--- config.mk ---
export PLATFORM = sky130hd
export DESIGN_NAME = load_store_unit
export DESIGN_NICKNAME = d
export VERILOG_FILES = /design/src/rtl/load_store_unit_pkg.sv /design/src/rtl/lsu_align.sv /design/src/rtl/load_store_unit.sv
export SDC_FILE = /design/constraint.sdc
export NUM_CORES = 1
export LEC_CHECK = 0
export CAP_MARGIN = 20
export CORE_MARGIN = 2
export CORE_UTILIZATION = 35
export DETAILED_ROUTE_END_ITERATION = 12
export GPL_TIMING_DRIVEN = 0
export PLACE_DENSITY = 0.67
export SLEW_MARGIN = 20
export SYNTH_ARGS = -nofsm -noshare
export SYNTH_HDL_FRONTEND = slang
export SYNTH_SLANG_ARGS = --single-unit
--- constraint.sdc ---
create_clock -name clk -period 2.4 [get_ports clk]
set_input_delay 0.36 -clock clk [delete_from_list [all_inputs] [get_ports clk]]
set_output_delay 0.36 -clock clk [all_outputs]
set_load 0.01 [all_outputs]
--- src/rtl/load_store_unit_pkg.sv ---
// Shared types and constants for the load/store unit: FSM states, RV32I
// width codes, LED word address and the request legality check.
package load_store_unit_pkg;

  typedef enum logic [2:0] {
    S_IDLE      = 3'd0,
    S_LOAD      = 3'd1,
    S_LOAD_WAIT = 3'd2,
    S_RMW_READ  = 3'd3,
    S_RMW_MERGE = 3'd4,
    S_STORE     = 3'd5,
    S_ERR       = 3'd6
  } state_t;

  localparam logic [2:0] F3_B  = 3'b000;
  localparam logic [2:0] F3_H  = 3'b001;
  localparam logic [2:0] F3_W  = 3'b010;
  localparam logic [2:0] F3_BU = 3'b100;
  localparam logic [2:0] F3_HU = 3'b101;

  // The LED register sits in ordinary memory space; no special handling.
  localparam logic [31:0] LED_WORD_ADDR = 32'h2000;

  function automatic logic req_illegal(input logic       write,
                                       input logic [2:0] f3,
                                       input logic [1:0] lo);
    logic bad;
    bad = 1'b0;
    case (f3)
      F3_B, F3_BU: bad = write && f3[2];
      F3_H, F3_HU: bad = (write && f3[2]) || lo[0];
      F3_W:        bad = |lo;
      default:     bad = 1'b1;
    endcase
    return bad;
  endfunction

endpackage

--- src/rtl/lsu_align.sv ---
// Combinational lane logic: load extraction with sign/zero extension,
// sub-word store merge into the read word, and the byte-lane mask.
module lsu_align
  import load_store_unit_pkg::*;
(
  input  logic [31:0] word,
  input  logic [1:0]  addr_lo,
  input  logic [2:0]  funct3,
  input  logic [31:0] wdata,
  output logic [31:0] load_data,
  output logic [31:0] merge_data,
  output logic [3:0]  lane_mask
);

  logic [15:0] shifted;
  assign shifted = 16'(word >> {addr_lo, 3'b000});

  always_comb begin
    load_data = word;
    lane_mask = 4'b1111;
    case (funct3)
      F3_B: begin
        load_data = {{24{shifted[7]}}, shifted[7:0]};
        lane_mask = 4'b0001 << addr_lo;
      end
      F3_BU: begin
        load_data = {24'h0, shifted[7:0]};
        lane_mask = 4'b0001 << addr_lo;
      end
      F3_H: begin
        load_data = {{16{shifted[15]}}, shifted};
        lane_mask = 4'b0011 << addr_lo;
      end
      F3_HU: begin
        load_data = {16'h0, shifted};
        lane_mask = 4'b0011 << addr_lo;
      end
      default: ;
    endcase
  end

  // Memory writes whole words, so sub-word stores patch the word just read.
  always_comb begin
    merge_data = word;
    case (funct3[1:0])
      2'b00:   merge_data[{addr_lo, 3'b000} +: 8]     = wdata[7:0];
      2'b01:   merge_data[{addr_lo[1], 4'b0000} +: 16] = wdata[15:0];
      default: merge_data = wdata;
    endcase
  end

endmodule

--- src/rtl/load_store_unit.sv ---
// Single-outstanding data-memory initiator; loads respond in 2 cycles, SW in 1,
// SB/SH in 3 (read-modify-write), errors in 1. req_ready only while idle.
module load_store_unit
  import load_store_unit_pkg::*;
#(
  parameter int ADDR_BITS = 14
) (
  input  logic        clk,
  input  logic        rst_n,
  input  logic        req_valid,
  output logic        req_ready,
  input  logic        req_write,
  input  logic [31:0] req_addr,
  input  logic [31:0] req_wdata,
  input  logic [2:0]  req_funct3,
  output logic        resp_valid,
  output logic [31:0] resp_rdata,
  output logic        resp_err,
  output logic [31:0] mem_addr,
  output logic [31:0] mem_write_data,
  output logic        mem_memwrite,
  output logic        mem_memread,
  output logic [3:0]  mem_sign_mask,
  input  logic [31:0] mem_read_data
);

  state_t               state, state_nx;
  logic [ADDR_BITS+1:0] addr_q;
  logic [31:0]          wdata_q, merge_q;
  logic [2:0]           funct3_q;
  logic [31:0]          load_data, merge_data;
  logic [3:0]           lane_mask;
  logic                 unused_addr_hi;

  assign unused_addr_hi = ^req_addr[31:ADDR_BITS+2];

  lsu_align u_align (
    .word       (mem_read_data),
    .addr_lo    (addr_q[1:0]),
    .funct3     (funct3_q),
    .wdata      (wdata_q),
    .load_data  (load_data),
    .merge_data (merge_data),
    .lane_mask  (lane_mask)
  );

  always_ff @(posedge clk) begin
    if (!rst_n) begin
      state    <= S_IDLE;
      addr_q   <= '0;
      wdata_q  <= '0;
      funct3_q <= '0;
      merge_q  <= '0;
    end else begin
      state <= state_nx;
      if (state == S_IDLE && req_valid) begin
        addr_q   <= req_addr[ADDR_BITS+1:0];
        wdata_q  <= req_wdata;
        funct3_q <= req_funct3;
      end
      if (state == S_RMW_MERGE) merge_q <= merge_data;
    end
  end

  assign mem_addr = {{(32-ADDR_BITS){1'b0}}, addr_q[ADDR_BITS+1:2]};

  always_comb begin
    state_nx       = state;
    req_ready      = 1'b0;
    resp_valid     = 1'b0;
    resp_err       = 1'b0;
    resp_rdata     = '0;
    mem_memread    = 1'b0;
    mem_memwrite   = 1'b0;
    mem_write_data = '0;
    mem_sign_mask  = '0;
    case (state)
      S_IDLE: begin
        req_ready = 1'b1;
        if (req_valid) begin
          if (req_illegal(req_write, req_funct3, req_addr[1:0])) state_nx = S_ERR;
          else if (!req_write)                                    state_nx = S_LOAD;
          else if (req_funct3 == F3_W)                            state_nx = S_STORE;
          else                                                    state_nx = S_RMW_READ;
        end
      end
      S_LOAD: begin
        mem_memread   = 1'b1;
        mem_sign_mask = lane_mask;
        state_nx      = S_LOAD_WAIT;
      end
      S_LOAD_WAIT: begin
        resp_valid = 1'b1;
        resp_rdata = load_data;
        state_nx   = S_IDLE;
      end
      S_RMW_READ: begin
        mem_memread   = 1'b1;
        mem_sign_mask = lane_mask;
        state_nx      = S_RMW_MERGE;
      end
      S_RMW_MERGE: state_nx = S_STORE;
      S_STORE: begin
        mem_memwrite   = 1'b1;
        mem_sign_mask  = lane_mask;
        mem_write_data = (funct3_q == F3_W) ? wdata_q : merge_q;
        resp_valid     = 1'b1;
        state_nx       = S_IDLE;
      end
      S_ERR: begin
        resp_valid = 1'b1;
        resp_err   = 1'b1;
        state_nx   = S_IDLE;
      end
      default: state_nx = S_IDLE;
    endcase
  end

endmodule

# ---- Yosys cells after proc, flatten, opt, wreduce, memory -nomap -nowiden
# Index checks and enable logic that the tools add are counted.
dict set report word_totals {
  in_bits 103
  elab_cells 67
  register_bits 86
  out_inout_bits 105
}
dict set report classes {
  shifts 7
  mux 22
  addsub 2
  reduce_logical 15
  n_eq_ne 16
}
# operator count
set ops {}
lappend ops {{32-bit case mux with 4 select lines} 1}
lappend ops {{32-bit two-way mux} 3}
lappend ops {{32-bit bitwise mux} 2}
lappend ops {{32-bit case mux with 2 select lines} 1}
lappend ops {{16-bit by 7-bit variable shift with 32-bit output (first input constant)} 1}
lappend ops {{8-bit by 7-bit variable shift with 32-bit output (first input constant)} 1}
lappend ops {{16-bit by 7-bit indexed part select with 32-bit output} 1}
lappend ops {{8-bit by 7-bit indexed part select with 32-bit output} 1}
lappend ops {{32-bit by 5-bit right shift with 16-bit output} 1}
lappend ops {{3-bit == test (second input constant)} 7}
lappend ops {{5-bit negation with 7-bit output} 2}
lappend ops {{3-bit by 2-bit == test with 1-bit output (second input constant)} 4}
lappend ops {{3-bit two-way mux} 4}
lappend ops {{3-bit case mux with 4 select lines} 1}
lappend ops {{2-bit OR reduction} 6}
lappend ops {{3-bit by 1-bit == test with 1-bit output (second input constant)} 3}
lappend ops {{3-bit zero test} 3}
lappend ops {{4-bit case mux with 2 select lines} 1}
lappend ops {{1-bit two-way mux} 7}
lappend ops {{3-bit OR reduction} 2}
lappend ops {{4-bit two-way mux} 1}
lappend ops {{1-bit by 2-bit << shifter with 4-bit output (first input constant)} 1}
lappend ops {{2-bit by 2-bit << shifter with 4-bit output (first input constant)} 1}
lappend ops {{1-bit case mux with 3 select lines} 1}
lappend ops {{other kinds (5)} 6}

# ---- Longest topological paths before layout
# Gate-level depths: netlist of run 1.
dict set report depth {
  word_depth 8
  mapped_depth 8
  ltp_nobuf 6
}

# ---- Hierarchy
# A second synthesis of run 1 with hierarchy kept.
dict set report unflattened {
  cells_unflattened 842
  area_unflattened_um2 6007.0
}
# module seq_area_each_um2 cells_each instances area_each_um2
set by_module_without_submodules {}
lappend by_module_without_submodules {load_store_unit 1721.7 578 1 4090.2}
lappend by_module_without_submodules {lsu_align 0.0 264 1 1916.8}

# ---- Worst setup path before layout of run 1
# No wires, ideal clock.
dict set report synth_timing {
  kind {register to output}
  from {register addr_q[1]}
  to {output resp_rdata[21]}
  path_stages_with_launch 7
  required_time_ns 2.040
  n_path_buf 2
  arrival_time_ns 1.589
  slack_ns 0.451
  path_cell_list {dfxtp_1 -> buf_6 -> mux2_4 -> a221oi_4 -> o21a_4 -> buf_8 -> nor2_1}
}
dict set report synth_via {
  elab_chain_cells 3
}
# element line
set synth_rtl {}
lappend synth_rtl {{start, declared} load_store_unit.sv:28} ;# logic [ADDR_BITS+1:0] addr_q;
lappend synth_rtl {{start signal, assigned} load_store_unit.sv:57} ;# addr_q <= req_addr[ADDR_BITS+1:0];
lappend synth_rtl {{32-bit by 5-bit right shift with 16-bit output} lsu_align.sv:16} ;# assign shifted = 16'(word >> {addr_lo, 3'b000});
lappend synth_rtl {{32-bit case mux with 4 select lines} lsu_align.sv:21} ;# case (funct3)
lappend synth_rtl {{32-bit two-way mux} load_store_unit.sv:77} ;# case (state)
lappend synth_rtl {{end, declared} load_store_unit.sv:17} ;# output logic [31:0] resp_rdata,
# Every way passes these cells.

# ---- Final worst setup path of run 1
dict set report layout_timing {
  from {register addr_q[1]}
  to {output resp_rdata[9]}
}
# The elaborated chain is that of the path after synthesis.

==> flow_metrics.py, run 1 <==
metrics = {
    "status": {
        "status": "finished clean",
    },
    "critical_path": {
        "required_ns": 2.04,
        "cp-start-kind": "flop",
        "cp_max_fo": 6,
        "end_kind": "output port",
        "reg2reg_slack_ns": 0.11,
        "r2r_end": "merge_q[17]",
        "critPathKind": "flop to output port",
        "arrival_ns": 2.00,
        "r2r-start": "addr_q[0]",
        "reg2regPathDepth": 8,
    },
    "drt": {
        "via_per_inst": 5.38,
        "drt_wl_total_mm": 21.3,
        "m1WireLength_mm": 9.06,
        "met2WireLength_mm": 9.44,
        "drt_iter0_markers": 452,
        "topRoutingLayerUsed": "met4",
        "drc": 0,
        "ant_nets": 0,
        "drtPass1Iterations": 5,
        "wire_per_inst_um": 17.9,
        "wl_met3_mm": 2.00,
        "vias": 6388,
    },
    "place": {
        "place_worst_setup_slack_ns": -0.585,
        "gp_congestion": 0.969,
        "placed_cell_area_sq_um": 7470,
        "place_inst": 1151,
        "hpwlAfterDp_mm": 15.8,
        "port_buffers": 172,
    },
    "cts": {
        "tritoncts": "yes",
        "numCtsBuffers": 9,
        "h-tree-depth": 3,
        "cts_sinks": 86,
        "cts_buffer_depth": 2,
        "clkTransAtPathRegs_ns": 0.06,
        "clock-root-buffer": "clkbuf_16",
        "insertion_delay_ns": 0.34,
    },
    "layout": {
        "synthToLayoutAreaGrowth_pct": 47.3,
        "fin_area_sq_um": 8030,
        "nNetsFinal": 1102,
        "drive_gt1_share_pct": 18.0,
        "fillers": 1575,
        "multiInputGateArea_sq_um": 3350,
        "seq_area_sq_um": 1730,
        "fin_cells": 1187,
        "diodes": 0,
    },
    "timing": {
        "final_max_slew_viol_count": 0,
        "postLayoutSetupSlackWorst_ns": 0.0436,
        "worstMarginPinSlew_ns": 0.878,
        "setup_violations": 0,
        "rsz0062_at_grt": "no",
        "hold_viol": 0,
        "fin_tns_setup_ns": 0,
        "fin_crit_sh_pct": 98.2,
        "finClkSkew_ns": 0.00765,
        "period_minus_slack_ns": 2.36,
        "fmax_ghz": 0.424,
        "slew_headroom_pct": 41.3,
    },
    "global_routing": {
        "grt_pass1_vias": 5910,
        "grt_max_degree": 14,
        "track_usage_pct": 24.5,
        "gr-total-overflow": 0,
        "grt_pass1_wl_mm": 31.7,
        "antenna_found_initial": 0,
    },
    "die": {
        "start_util_pct": 35.8,
        "dieArea_sq_um": 16600,
        "rows": 45,
        "die_h_um": 129,
        "die_w_um": 129,
        "ioPinCount": 208,
        "core-area_sq_um": 15200,
    },
    "power_and_ir_drop": {
        "ir_worst_vdd_v": 0.000360,
        "total_leakage_power_nw": 3.25,
        "powerDensity_nw_per_um2": 577,
        "p_total_mw": 4.63,
    },
    "hold_path": {
        "holdPathEnd": "merge_q[29]",
        "hp-start": "rst_n",
        "hp-class": "primary input to flop",
        "hold_depth": 3,
    },
    "synth": {
        "synth_cell_types": 42,
        "postSynthCellCount": 774,
        "synthDominantCellAreaShare_pct": 31.6,
        "synth_top_cell_by_area": "dfxtp_1",
        "yosysSeqAreaShare_pct": 31.6,
        "syn_area_sq_um": 5450,
        "synth-seq-cells": 86,
        "ys_warn_count": 0,
        "syn_area_per_cell_sq_um": 7.04,
        "ys_top_cells_by_area": "dfxtp_1 32%, nand2_1 16%, a21boi_0 7.0%",
    },
    "job": {
        "drv_cap": 0,
    },
}
[per-stage QoR]
step | utilization, % | hold slack [ns]
2_1_floorplan | - | 0.444
3_3_place_gp | 49.1 | 0.450
3_5_place_dp | 49.1 | 0.457
4_1_cts | 52.8 | 0.432
5_1_grt | 52.8 | 0.484
6_report | 52.8 | 0.455
[placed cells by master, fill, tap and decap left out, drive strengths merged, types with 2 or more instances in the layout]
cell type      instances
conb                  18
or3                    4
clkinv                 2
clkdlybuf4s15          9
nand3                  2
dfxtp                 86
nor4bb                 2
ha                     5
nand2                229
mux2                   2
nor2b                  3
clkdlybuf4s50         99
and2                   2
a21oi                 62
nor3                   7
o21ai                 74
a22o                  24
nor3b                  3
nor2                  33
mux2i                  7
a221oi                33
dlymetal6s2s           3
bufinv                 2
a31oi                 17
o2bb2ai                7
clkbuf                78
a21boi                51
dlygate4sd2           21
inv                    7
buf                   93
[power by group]
group,leakage [nW],internal [mW],total [mW],switching [mW]
Clock,0.157,0.938,1.50,0.566
Sequential,0.707,1.57,1.70,0.134
Combinational,2.38,0.654,1.42,0.768
Total,3.25,3.16,4.63,1.47
[worst max-delay path, cell delays in order, from the launching register on]
cell and delay [ns]:
dfxtp_2 0.35, buf_6 0.13, mux2_4 0.32, a221oi_4 0.33
buf_6 0.17, a21oi_1 0.07, dlygate4sd2_1 0.28
[synth_stat cells]
master / instances
a2111oi_0: 1
a21boi_0: 51
a21oi_1: 62
a221o_1: 1
a221oi_1: 32
a221oi_4: 1
a22o_1: 24
a311oi_1: 1
a31oi_1: 17
a32oi_1: 1
and2_1: 2
and3b_1: 1
and4b_1: 1
buf_2: 16
buf_4: 33
buf_6: 1
buf_8: 1
clkbuf_1: 48
conb_1: 1
dfxtp_1: 86
ha_1: 5
inv_1: 8
mux2_4: 2
mux2i_1: 7
nand2_1: 229
nand2b_1: 1
nand3_1: 2
nand3b_1: 1
nor2_1: 33
nor2b_1: 3
nor3_1: 6
nor3_2: 1
nor3b_1: 3
nor4bb_1: 2
o21a_4: 1
o21ai_0: 74
o22ai_1: 1
o2bb2ai_1: 7
o41ai_1: 1
or2_2: 1
or3_1: 4
or4b_1: 1
[final cells by class]
| cell class | count | area share, % |
|---|---|---|
| multi-input cells | 598 | 41.8 |
| repair buffers | 194 | 21.7 |
| flip-flops and latches | 86 | 21.5 |
| plain buffers | 97 | 7.75 |
| clock buffers | 12 | 3.07 |
| well taps | 188 | 2.93 |
| clock inverters | 4 | 0.873 |
| inverters | 8 | 0.421 |
[flip-flops by register name (all words and copies together) (netlist names)]
| name | count |
|---|---|
| merge_q | 32 |
| funct3_q | 3 |
| state | 3 |
| addr_q | 16 |
| wdata_q | 32 |
[per-layer routing]
metal,vias up,track usage [%]
met4,0,10.3
met3,58,5.20
li1,3099,-
met2,335,38.8
met1,2896,32.4
met5,-,0
[repair_timing]
item | in CTS | in global routing
hold buffers | 0 | 0
pin swaps | 14 | 5
buffers inserted | 20 | 4
cloned | 1 | 2
hold endpoints to repair | 0 | 0
endpoints found under the setup margin | 70 | 47
gates resized for setup | 221 | 59
[worst max-delay path by stage]
stage / start / end / slack [ns] / depth (start not counted)
2_1_floorplan: addr_q[1] / resp_rdata[21] / 0.45 / 6
3_3_place_gp: mem_read_data[23] / resp_rdata[30] / -0.60 / 7
6_report: addr_q[1] / resp_rdata[9] / 0.04 / 6
5_1_grt: addr_q[0] / merge_q[18] / 0.001 / 8
4_1_cts: addr_q[1] / resp_rdata[27] / -0.1 / 9
3_5_place_dp: mem_read_data[23] / resp_rdata[27] / -0.58 / 7
[kinds of logic after synthesis]
logic type	Yosys count	share of synthesized area [%]
and+or+nand+nor	291	21.7
AOI/OAI and AO/OA	275	33.3
buffers and inverters	107	10.4
DFF	86	31.6
muxes	9	1.84
adders and majority gates	5	1.15
other	1	0.0688
Power figures use the tool's default switching activity.
==> run 2: changes to the inputs <==
--- a/config.mk
+++ b/config.mk
@@ -5,7 +5,6 @@
 export SDC_FILE = /design/constraint.sdc
 export NUM_CORES = 1
 export LEC_CHECK = 0
-export CAP_MARGIN = 20
 export CORE_MARGIN = 2
 export CORE_UTILIZATION = 35
 export DETAILED_ROUTE_END_ITERATION = 12
==> results of run 2 <==
Final layout, timing and power as in run 1 (identical DEF).
==> run 3: changes to the inputs <==
--- a/config.mk
+++ b/config.mk
@@ -9,7 +9,7 @@
 export CORE_UTILIZATION = 35
 export DETAILED_ROUTE_END_ITERATION = 12
 export GPL_TIMING_DRIVEN = 0
-export PLACE_DENSITY = 0.67
+export PLACE_DENSITY = 0.64
 export SLEW_MARGIN = 20
 export SYNTH_ARGS = -nofsm -noshare
 export SYNTH_HDL_FRONTEND = slang
==> flow_metrics.py, run 3 (synthesis gave the netlist of run 1 again) <==
metrics = {
    "status": {
        "status": "finished, violations left",
        "violations": "negative setup slack",
    },
    "power_and_ir_drop": {
        "p_int_mw": 3.28,
        "p_sw_share_pct": 31.8,
        "p_comb_share_pct": 29.8,
        "p_sw_mw": 1.53,
        "total_leakage_power_nw": 3.25,
        "p_clk_share_pct": 34.9,
        "p_total_mw": 4.81,
        "ir_worst_vdd_v": 0.000384,
        "powerDensity_nw_per_um2": 595,
        "power_frac_seq_pct": 35.4,
    },
    "critical_path": {
        "cp-start-kind": "flop",
        "critPathTopFamily": "compound AO/OA/AOI/OAI gates",
        "r2r_end": "merge_q[18]",
        "r2r-start": "addr_q[0]",
        "crit_chain": "buf_6, mux2_4, a221oi_4, o21a_4, buf_6, buf_4, nor2_1, buf_2",
        "worst-path-buf-inv": 4,
        "arrival_ns": 2.05,
        "reg2reg_slack_ns": 0.18,
        "reg2regPathDepth": 9,
        "end_kind": "output port",
        "critPathSlowestCell": "dfxtp_2",
        "cp_max_fo": 7,
        "critPathKind": "flop to output port",
        "cp_num_cells": 8,
        "required_ns": 2.04,
        "worstSetupEndpoint": "resp_rdata[20]",
        "cp-startpoint": "addr_q[1]",
        "timing.critical_path.mode_cell": "buf_6",
        "slowest_delay_ns": 0.35,
    },
    "drt": {
        "drt_wl_total_mm": 21.3,
        "ant_nets": 0,
        "drt_iter0_markers": 506,
        "via_per_inst": 5.38,
        "wire_per_inst_um": 17.9,
        "drc": 0,
        "drtPass1Iterations": 5,
        "vias": 6396,
    },
    "global_routing": {
        "track_usage_pct": 25.1,
        "antenna_found_initial": 0,
        "grt_pass1_wl_mm": 32.2,
        "grt_pass1_vias": 5866,
        "grt_max_degree": 16,
        "gr-total-overflow": 0,
    },
    "timing": {
        "fmax_ghz": 0.416,
        "fin_crit_sh_pct": 100,
        "hold_viol": 0,
        "slew_headroom_pct": 42.1,
        "period_minus_slack_ns": 2.41,
        "postLayoutSetupSlackWorst_ns": -0.00654,
        "finClkSkew_ns": 0.00855,
        "final_max_slew_viol_count": 0,
        "rsz0062_at_grt": "yes",
        "holdWs_ns": 0.463,
        "setup_violations": 4,
        "worstMarginPinSlew_ns": 0.867,
    },
    "layout": {
        "fin_area_sq_um": 8080,
        "synthToLayoutAreaGrowth_pct": 48.3,
        "nNetsFinal": 1104,
        "mostFrequentLayoutCells": "228 x nand2_1, 99 x clkdlybuf4s50_1, 81 x dfxtp_1, 72 x o21ai_0, 53 x buf_4",
        "diodes": 0,
        "top_regs": "merge_q: 32 flops, wdata_q: 32 flops, addr_q: 16 flops",
        "drive_gt1_share_pct": 18.8,
        "final_common_cell": "nand2_1",
        "fin_cells": 1189,
    },
    "cts": {
        "cts_sinks": 86,
        "numCtsBuffers": 9,
        "cts_buffer_depth": 2,
        "clkTransAtPathRegs_ns": 0.07,
        "h-tree-depth": 3,
        "tritoncts": "yes",
        "insertion_delay_ns": 0.34,
        "clock-root-buffer": "clkbuf_16",
    },
    "die": {
        "die_w_um": 129,
        "start_util_pct": 35.8,
        "core-area_sq_um": 15200,
        "ioPinCount": 208,
        "dieArea_sq_um": 16600,
        "rows": 45,
        "die_h_um": 129,
    },
    "place": {
        "hpwlAfterDp_mm": 15.8,
        "port_buffers": 172,
        "gp_congestion": 0.945,
        "placed_cell_area_sq_um": 7470,
        "place_inst": 1151,
    },
    "job": {
        "drv_cap": 0,
    },
    "hold_path": {
        "hp-class": "flop to flop",
    },
}
==> run 3: power groups by stage <==
stage | registers, mW | clock network (mW) | logic (mW)
after global routing | 1.71 | 1.74 | 1.56
final | 1.70 | 1.68 | 1.43
after floorplan | 1.67 | 0 | 0.772
after global placement | 1.72 | 0 | 1.29
after detailed placement | 1.72 | 0 | 1.29
after CTS | 1.69 | 1.69 | 1.40
==> run 3: per-layer routing <==
| metal | wire [um] | global-route usage [%] | vias to the layer above |
|---|---|---|---|
| met4 | 519 | 8.89 | 0 |
| met3 | 2030 | 5.20 | 40 |
| met1 | 9110 | 33.6 | 2920 |
| met2 | 9680 | 40.0 | 331 |
| met5 | 0 | 0 | - |
| li1 | - | - | 3105 |
==> run 3: per-stage QoR <==
stage | TNS (ns) | utilization, % | setup slack, ns
3_5_place_dp | -24.55 | 49.1 | -0.593
3_3_place_gp | -25.72 | 49.1 | -0.600
5_1_grt | -0.395 | 53.2 | -0.0781
6_report | -0.0220 | 53.2 | -0.00654
4_1_cts | -0.260 | 52.7 | -0.0290
2_1_floorplan | 0 | - | 0.451
==> run 3: repair_timing <==
action,CTS,global route
buffers inserted,16,8
cloned,1,0
hold buffers,0,0
pin swaps,8,6
setup endpoints to repair,70,63
resized for setup,209,81
==> run 3: worst min path at each step <==
stage | slack, ns | endpoint | cells after the start | from
global placement | 0.45 | addr_q[10] | 2 | addr_q[10]
CTS | 0.44 | merge_q[29] | 3 | rst_n
finish | 0.46 | addr_q[5] | 2 | addr_q[5]
detailed placement | 0.46 | addr_q[15] | 2 | addr_q[15]
global route | 0.48 | merge_q[25] | 3 | rst_n
floorplan | 0.44 | addr_q[10] | 2 | addr_q[10]
==> run 3: worst register-to-register path: cells and delay by family, from the launching register on <==
kind                       cells  cell delay [ns]
AOI/OAI and AO/OA              2             0.37
and+or+nand+nor                2             0.30
DFF                            1             0.38
adders and majority gates      1             0.22
buffers and inverters          4             0.87
==> run 3: area by class of cell <==
cell class | count | area (sq um)
timing repair buffer | 196 | 1730
fill | 1531 | 7120
clock inverter | 6 | 116
buffer | 97 | 634
sequential | 86 | 1730
clock buffer | 10 | 239
tap | 188 | 235
multi-input combinational | 598 | 3360
inverter | 8 | 33.8
